File: src/rtl/countdown_timer.sv
// MM:SS countdown timer: loads a preset, counts down under start/stop/clear, flags expiry.
// Latency: controls act on the sampling edge and show one cycle later; all outputs are registered.
module countdown_timer #(
   parameter int CLKS_PER_SEC = 1
) (
   input  logic       clk,
   input  logic       rst,
   input  logic       load,
   input  logic [7:0] load_minutes,
   input  logic [5:0] load_seconds,
   input  logic       start,
   input  logic       stop,
   input  logic       clear,
   output logic [7:0] minutes,
   output logic [5:0] seconds,
   output logic [1:0] status,
   output logic       done
);

   localparam int PW = (CLKS_PER_SEC > 1) ? $clog2(CLKS_PER_SEC) : 1;
   localparam logic [PW-1:0] PRESC_LAST = PW'(CLKS_PER_SEC - 1);

   typedef enum logic [1:0] {
      ST_IDLE    = 2'b00,
      ST_RUNNING = 2'b01,
      ST_PAUSED  = 2'b10,
      ST_EXPIRED = 2'b11
   } state_t;

   state_t        state_q, state_d;
   logic [7:0]    min_q, min_d;
   logic [5:0]    sec_q, sec_d;
   logic [PW-1:0] presc_q, presc_d;
   logic          done_q, done_d;

   logic          count_zero;
   logic          tick;
   logic          load_ok;
   logic          start_ok;

   assign count_zero = (min_q == 8'd0) && (sec_q == 6'd0);
   assign tick       = (state_q == ST_RUNNING) && (presc_q == PRESC_LAST);
   assign load_ok    = load && (state_q != ST_RUNNING);
   assign start_ok   = start && !count_zero &&
                       ((state_q == ST_IDLE) || (state_q == ST_PAUSED));

   always_comb begin
      state_d = state_q;
      min_d   = min_q;
      sec_d   = sec_q;
      presc_d = presc_q;
      done_d  = 1'b0;

      if (clear) begin
         state_d = ST_IDLE;
         min_d   = 8'd0;
         sec_d   = 6'd0;
         presc_d = '0;
      end else if (load_ok) begin
         state_d = ST_IDLE;
         min_d   = load_minutes;
         sec_d   = (load_seconds > 6'd59) ? 6'd59 : load_seconds;
         presc_d = '0;
      end else if (stop) begin
         // Prescaler is deliberately held so a resume keeps partial-second progress.
         if (state_q == ST_RUNNING) begin
            state_d = ST_PAUSED;
         end
      end else if (start_ok) begin
         state_d = ST_RUNNING;
      end else if (state_q == ST_RUNNING) begin
         presc_d = tick ? '0 : presc_q + 1'b1;
         if (tick) begin
            if (sec_q != 6'd0) begin
               sec_d = sec_q - 6'd1;
            end else if (min_q != 8'd0) begin
               sec_d = 6'd59;
               min_d = min_q - 8'd1;
            end
            if ((min_q == 8'd0) && (sec_q == 6'd1)) begin
               state_d = ST_EXPIRED;
               done_d  = 1'b1;
            end
         end
      end
   end

   always_ff @(posedge clk) begin
      if (rst) begin
         state_q <= ST_IDLE;
         min_q   <= 8'd0;
         sec_q   <= 6'd0;
         presc_q <= '0;
         done_q  <= 1'b0;
      end else begin
         state_q <= state_d;
         min_q   <= min_d;
         sec_q   <= sec_d;
         presc_q <= presc_d;
         done_q  <= done_d;
      end
   end

   assign minutes = min_q;
   assign seconds = sec_q;
   assign status  = state_q;
   assign done    = done_q;

endmodule

File: config.mk
export PLATFORM = sky130hd
export DESIGN_NAME = countdown_timer
export DESIGN_NICKNAME = d
export VERILOG_FILES = /design/src/rtl/countdown_timer.sv
export SDC_FILE = /design/constraint.sdc
export NUM_CORES = 1
export LEC_CHECK = 0
export BUFFER_PORTS_ARGS = -buffer_cell sky130_fd_sc_hd__buf_2
export CAP_MARGIN = 20
export CELL_PAD_IN_SITES_DETAIL_PLACEMENT = 1
export CELL_PAD_IN_SITES_GLOBAL_PLACEMENT = 2
export CORE_ASPECT_RATIO = 1.4
export CORE_UTILIZATION = 24
export CTS_BUF_LIST = sky130_fd_sc_hd__clkbuf_4 sky130_fd_sc_hd__clkbuf_8
export DETAILED_ROUTE_END_ITERATION = 10
export PLACE_DENSITY_LB_ADDON = 0.1
export SYNTH_ARGS = -nofsm -noshare
export SYNTH_HDL_FRONTEND = slang
export SYNTH_SLANG_ARGS = --single-unit
File: constraint.sdc
create_clock -name clk -period 2 [get_ports clk]
set_input_delay 0.1 -clock clk [delete_from_list [all_inputs] [get_ports clk]]
set_output_delay 0.1 -clock clk [all_outputs]
set_load 0.02 [all_outputs]
Word level (Yosys, flattened, before mapping)
Cells that the tools add are included.

Output and inout port bits: 17. Register bits after elaboration: 18. Bits of input ports: 20. Word-level logic and storage cells: 72.

Magnitude comparators: 1. Reductions and logical operators: 27. Equal/unequal tests: 8. Bitwise gates (word level): 5. Add/subtract/negate cells: 3. Mux-type cells: 23.

Operators with widths (count): $mux W8 (7); $mux W6 (8); $mux W2 (6); $reduce_bool A3 Y1 (3); $logic_not A8 Y1 (1); $reduce_bool A2 Y1 (4); $reduce_bool A8 Y1 (1); $sub A8 B1 Y8 const B (1); $reduce_or A7 Y1 (1); $eq A6 B1 Y1 const B (1); $gt A6 B6 Y1 const B (1); $logic_and A1 B1 Y1 (6); $logic_not A6 Y1 (1); $ne A2 B1 Y1 const B (3); $reduce_and A6 Y1 (1); $reduce_bool A6 Y1 (1); $sub A6 B1 Y6 const B (1); $not A1 Y1 (5); $reduce_and A5 Y1 (1); $ne A2 B2 Y1 const B (2); $reduce_and A4 Y1 (1); $reduce_and A3 Y1 (1); $reduce_or A3 Y1 (1); $eq A2 B1 Y1 const B (1); other kinds (7) (8).

Logic depth before layout (Yosys ltp)
Depth in word-level cells: 8. Mapped depth: 7. Depth with buffers taken out: 7.

Least setup slack after synthesis
Ideal clock, no wire load.

Path kind: register to register. Start: register state_q[0] (netlist: status[0]). End: register min_q[7] (netlist: minutes[7]). Setup slack: 0.126 ns. Stages on the path, launching flop included: 6. Library setup time: 0.086 ns. Data required time: 1.914 ns. Arrival time: 1.789 ns. Clock period less this slack: 1.874 ns. Path buffers: 0. Path through: dfxtp_1 > or4b_4 > nor3_4 > nand4_1 > xnor2_1 > a211oi_1.

Cells in the longest elaborated chain, start to end: 5. Elaborated cells between the ends (all ways): 16. Classes of those cells: eq/ne (6); mux (1); reduce/logical (9).

RTL lines: start, declared (line 30) `state_t state_q, state_d;`; start signal, assigned (line 96) `state_q <= state_d;`; $eq A2 B2 Y1 or $logic_not A2 Y1 (tied branches) (line 45) `((state_q == ST_IDLE) || (state_q == ST_PAUSED));`; $logic_or A1 B1 Y1 (line 45); $logic_and A1 B1 Y1 (line 44) `assign start_ok = start && !count_zero &&`; $ne A2 B2 Y1 (no source line); $reduce_and A6 Y1 (no source line); end signal, assigned (line 97) `min_q <= min_d;`; end, declared (line 31) `logic [7:0] min_q, min_d;`.

Parallel ways exist; a longest one is shown, timed or not. A chain may end at the register's enable or synchronous reset.

Final worst setup path
Start: register presc_q. End: register sec_q[5] (netlist: seconds[5]).

Cells in the longest elaborated chain, start to end: 4.

RTL lines: start, declared (line 33) `logic [PW-1:0] presc_q, presc_d;`; start signal, assigned (line 99) `presc_q <= presc_d;`; $not A1 Y1 (line 42) `assign tick = (state_q == ST_RUNNING) && (presc_q == PRESC_LAST);`; $logic_and A1 B1 Y1 (line 42); $reduce_bool A2 Y1 (no source line); $reduce_and A5 Y1 (no source line); end signal, assigned (line 92) `sec_q <= 6'd0;`; end signal, assigned (line 98) `sec_q <= sec_d;`; end, declared (line 32) `logic [5:0] sec_q, sec_d;`.

No other way between the ends.

==> impl_summary.txt <==
----------------------------------------------------
[Drt]
  Residual antenna-violating net count after detailed routing ... 0
  Wirelength, routed ... 3.49 mm
  DRT Pass-1 Iters ... 6
  Avg WL per Cell ... roughly 14 um
  Starting DRT DRC Count ... between 40 and 50
  Drt via density ... slightly below 5
  Number of vias after detailed routing ... between 1000 and 1500
  DRC Markers ... 0

[Layout]
  Count of nets after finishing ... just over 200
  Layout overhead on the synthesized area ... 36.0%
  Antenna diodes ... 0
  Final instance area ... 1460 sq um
  Share of layout cells above drive strength 1 ... 33.7%
  Most frequent standard cell in the layout excluding fill and tap cells ... sky130_fd_sc_hd__buf_2
  Sequential cell area ... 360 sq um
  Commonest cells after routing, fill and taps aside ... sky130_fd_sc_hd__buf_2, sky130_fd_sc_hd__dfxtp_1, sky130_fd_sc_hd__nor2_1
  Fillers ... 549
  Area taken by multi-input logic gates ... between 600 and 700 sq um

[Power]
  Power per unit of standard cell area ... 609 nW/um^2
  Worst supply voltage drop on vdd ... approximately 0.00030 V
  Leakage power figure ... between 0.6 and 0.7 nW

[Min path]
  Launch point of the worst hold path ... load_minutes[1]
  Hold-critical path depth ... 3
  Hold Crit Class ... input pin to flop
  Capture endpoint of the worst hold path ... minutes[1]

[Synth]
  Mean cell area of the mapped netlist ... 8.02 sq um
  Share of the synthesized area in compound gates (AO/OA/AOI/OAI) ... between 10% and 20%
  Area share of and/or/nand/nor cells after synthesis ... 31.0%
  Post-Synth XOR/XNOR Area ... slightly below 5%
  Synth Net Count ... about 160
  Synthesized instance count ... approximately 130
  Netlist cell types ... 36
  Combinational family with the most area after synthesis ... simple AND/OR/NAND/NOR gates
  Synth Warn # ... 0
  Post-synthesis sequential element count ... 18
  Seq/Total Area, Yosys ... around a third
  Mux cell area share after synthesis ... 1.86%
  Area share of fa/ha/maj cells after synthesis ... just under 6%
  Post-synthesis cell area ... approximately 1100 sq um

[Job]
  Max-cap violation count ... 0

[Placed design]
  DP Wirelength ... between 2 and 3 mm
  Post-placement setup slack ... between 90 and 100 ps
  Final weighted congestion of routability-driven global placement ... ~0.75
  Placed Instance Area ... 1400 sq um
  Number of buffers added on ports ... 36

[CTS]
  Clock tree from TritonCTS ... done
  Insertion delay of the later-clocked pin in the worst-skew pair ... 260 ps
  Maximum count of clock buffers along a single path ... 2
  Num CTS Buffers ... 3
  H-tree levels ... 1
  Clock-pin slew of the registers on the worst-case setup and hold paths ... approximately 80 ps
  Root buffer cell ... sky130_fd_sc_hd__clkbuf_8
  Quantity of hold-fixing buffers added after cts ... 0
  Sinks on Clock Net ... 18

[Critical path]
  Highest cell delay on the worst timing path ... approximately 580 ps
  Slowest-stage cell, CP ... sky130_fd_sc_hd__or4b_4
  Crit path cell chain ... or4b_4, or4_1, nor3_1, a21oi_1, a21oi_1
  FF-to-FF setup slack ... ~120 ps
  Reg-to-reg startpoint ... presc_q
  Required time worst endpoint ... between 2000 and 2500 ps
  Family with the most delay on the worst path ... simple AND/OR/NAND/NOR gates
  Element type at the critical path start ... flop
  Type of the setup path with the least slack ... flop to flop
  Buffer and inverter count on the worst path ... 0
  Data arrival at the endpoint of the critical path ... slightly above 2000 ps
  Largest fanout on the critical path ... 4
  Endpoint of the worst-slack reg-to-reg timing path ... seconds[5]
  Kind of capture point of the worst setup path ... flop
  Cell count of the worst reg-to-reg path ... 5
  Most numerous cell on the critical path ... sky130_fd_sc_hd__a21oi_1

[Timing]
  Final count of hold timing violations ... 0
  Final number of max-transition violations ... 0
  Count of final setup violators ... 0
  Setup repair after global routing missed its margin ... true
  Normalized max-slew margin ... around 67%
  Worst setup margin ... approximately 120 ps
  Slew at the pin closest to its max-slew limit ... between 400 and 500 ps
  Final period util ... roughly 94%
  Maximum clock rate ... approximately 530 MHz
  Crit path time final ... ~1900 ps
  Worst clock skew ... 2.72 ps

[Die]
  Total number of placement rows ... 28
  Area of the die ... 4750 sq um
  Starting Density ... around a quarter
  Boundary pin count ... 37
  Standard cell core area ... 4270 sq um
  Die outline height ... 81.2 um
  Chip Width ... ~59 um

[GRT]
  GRT Overall Usage ... between 10% and 20%
  Global-route congestion overflow total ... 0
  Maximum number of pins on one net before global-route repair ... 25
  Via count of the first global-routing pass ... 1217
  Initial antenna violation count ... 0
  Wire length of the first global-routing pass ... between 5 and 6 mm

[Status]
  Status ... finished clean

----------------------------------------------------
synth_stat cells (all sizes together):
master	number	share of area, %
or4b	1	1.3
nor2	15	5.2
xor2	3	2.4
o211ai	2	1.4
a31oi	4	2.3
mux2i	2	1.9
a21oi	12	5.6
o21ai	12	5.9
or4	2	1.4
inv	6	2.1
nor2b	1	0.58
dfxtp	18	34
a221oi	1	0.82
or2	2	1.2
nor4	3	1.7
nand2	7	2.4
and2	2	1.4
nor3	6	3.8
ha	5	5.8
or3b	1	0.82
nand4b	2	1.6
clkbuf	4	1.4
nor4b	1	0.82
nand3	5	2.3
or2b	1	0.70
nand2b	1	0.58
nor3b	3	2.1
or3	1	0.58
o311ai	1	0.82
xnor2	3	2.4
a211oi	3	2.6
nand4	4	2.3
power breakdown:
part / internal [W] / leakage, nW / switching (W)
logic: 0.0000785 / 0.434 / 0.000113
registers: 0.000371 / 0.147 / 0.0000132
clock network: 0.000175 / 0.0288 / 0.000140
total: 0.000625 / 0.609 / 0.000266
logic make-up after synthesis:
logic type,Yosys count
and+or+nand+nor,58
AOI/OAI and AO/OA,35
DFF,18
buffers and inverters,10
xor gates and xnor gates,6
adders and majority gates,5
muxes,2
worst reg2reg max path: stages (launching register included):
cell and delay (ps):
sky130_fd_sc_hd__dfxtp_1 350, sky130_fd_sc_hd__or4b_4 580, sky130_fd_sc_hd__or4_1 540, sky130_fd_sc_hd__nor3_1 160, sky130_fd_sc_hd__a21oi_1 60, sky130_fd_sc_hd__a21oi_1 120
layout make-up:
type,count,share of cell area [%]
sequential,18,24.7
timing repair buffer,47,18.0
multi-input combinational,106,46.9
inverter,6,1.54
clock buffer,4,3.77
tap,60,5.14
worst max-delay path by stage:
stage,endpoint,startpoint,cells past startpoint
after floorplan,minutes[7],status[0],5
after global placement,minutes[7],status[1],5
after detailed placement,minutes[7],status[1],5
after CTS,status[1],minutes[0],7
after global routing,seconds[0],seconds[0],7
final,seconds[5],presc_q,5
routing by layer:
layer | vias to the layer above | wire (um) | global-route usage [%]
met5 | - | 0 | 0
li1 | 584 | - | -
met2 | 25 | 1840 | 30.1
met3 | 5 | 91 | 1.91
met1 | 559 | 1520 | 18.8
met4 | 0 | 40 | 5.00
metrics by stage:
step	TNS (ps)	power [W]	hold WS, ps	std cells	utilization [%]
5_1_grt	-3.64	0.000947	87.5	241	34.2
3_3_place_gp	0	0.000582	355	237	32.7
3_5_place_dp	0	0.000585	359	237	32.7
4_1_cts	0	0.000909	74.1	241	34.0
6_report	0	0.000890	78.1	241	34.2
2_1_floorplan	0	0.000496	176	134	-
state kept, by name, indices dropped and copies added (netlist names):
register and flops:
done 1, status 2, minutes 8, seconds 6, presc_q 1
what timing repair did:
| action | CTS | global route |
|---|---|---|
| buffers inserted | 0 | 0 |
| resized for setup | 0 | 2 |
| setup endpoints to repair | 0 | 4 |
Note: power is estimated with default switching activity, not from simulation.
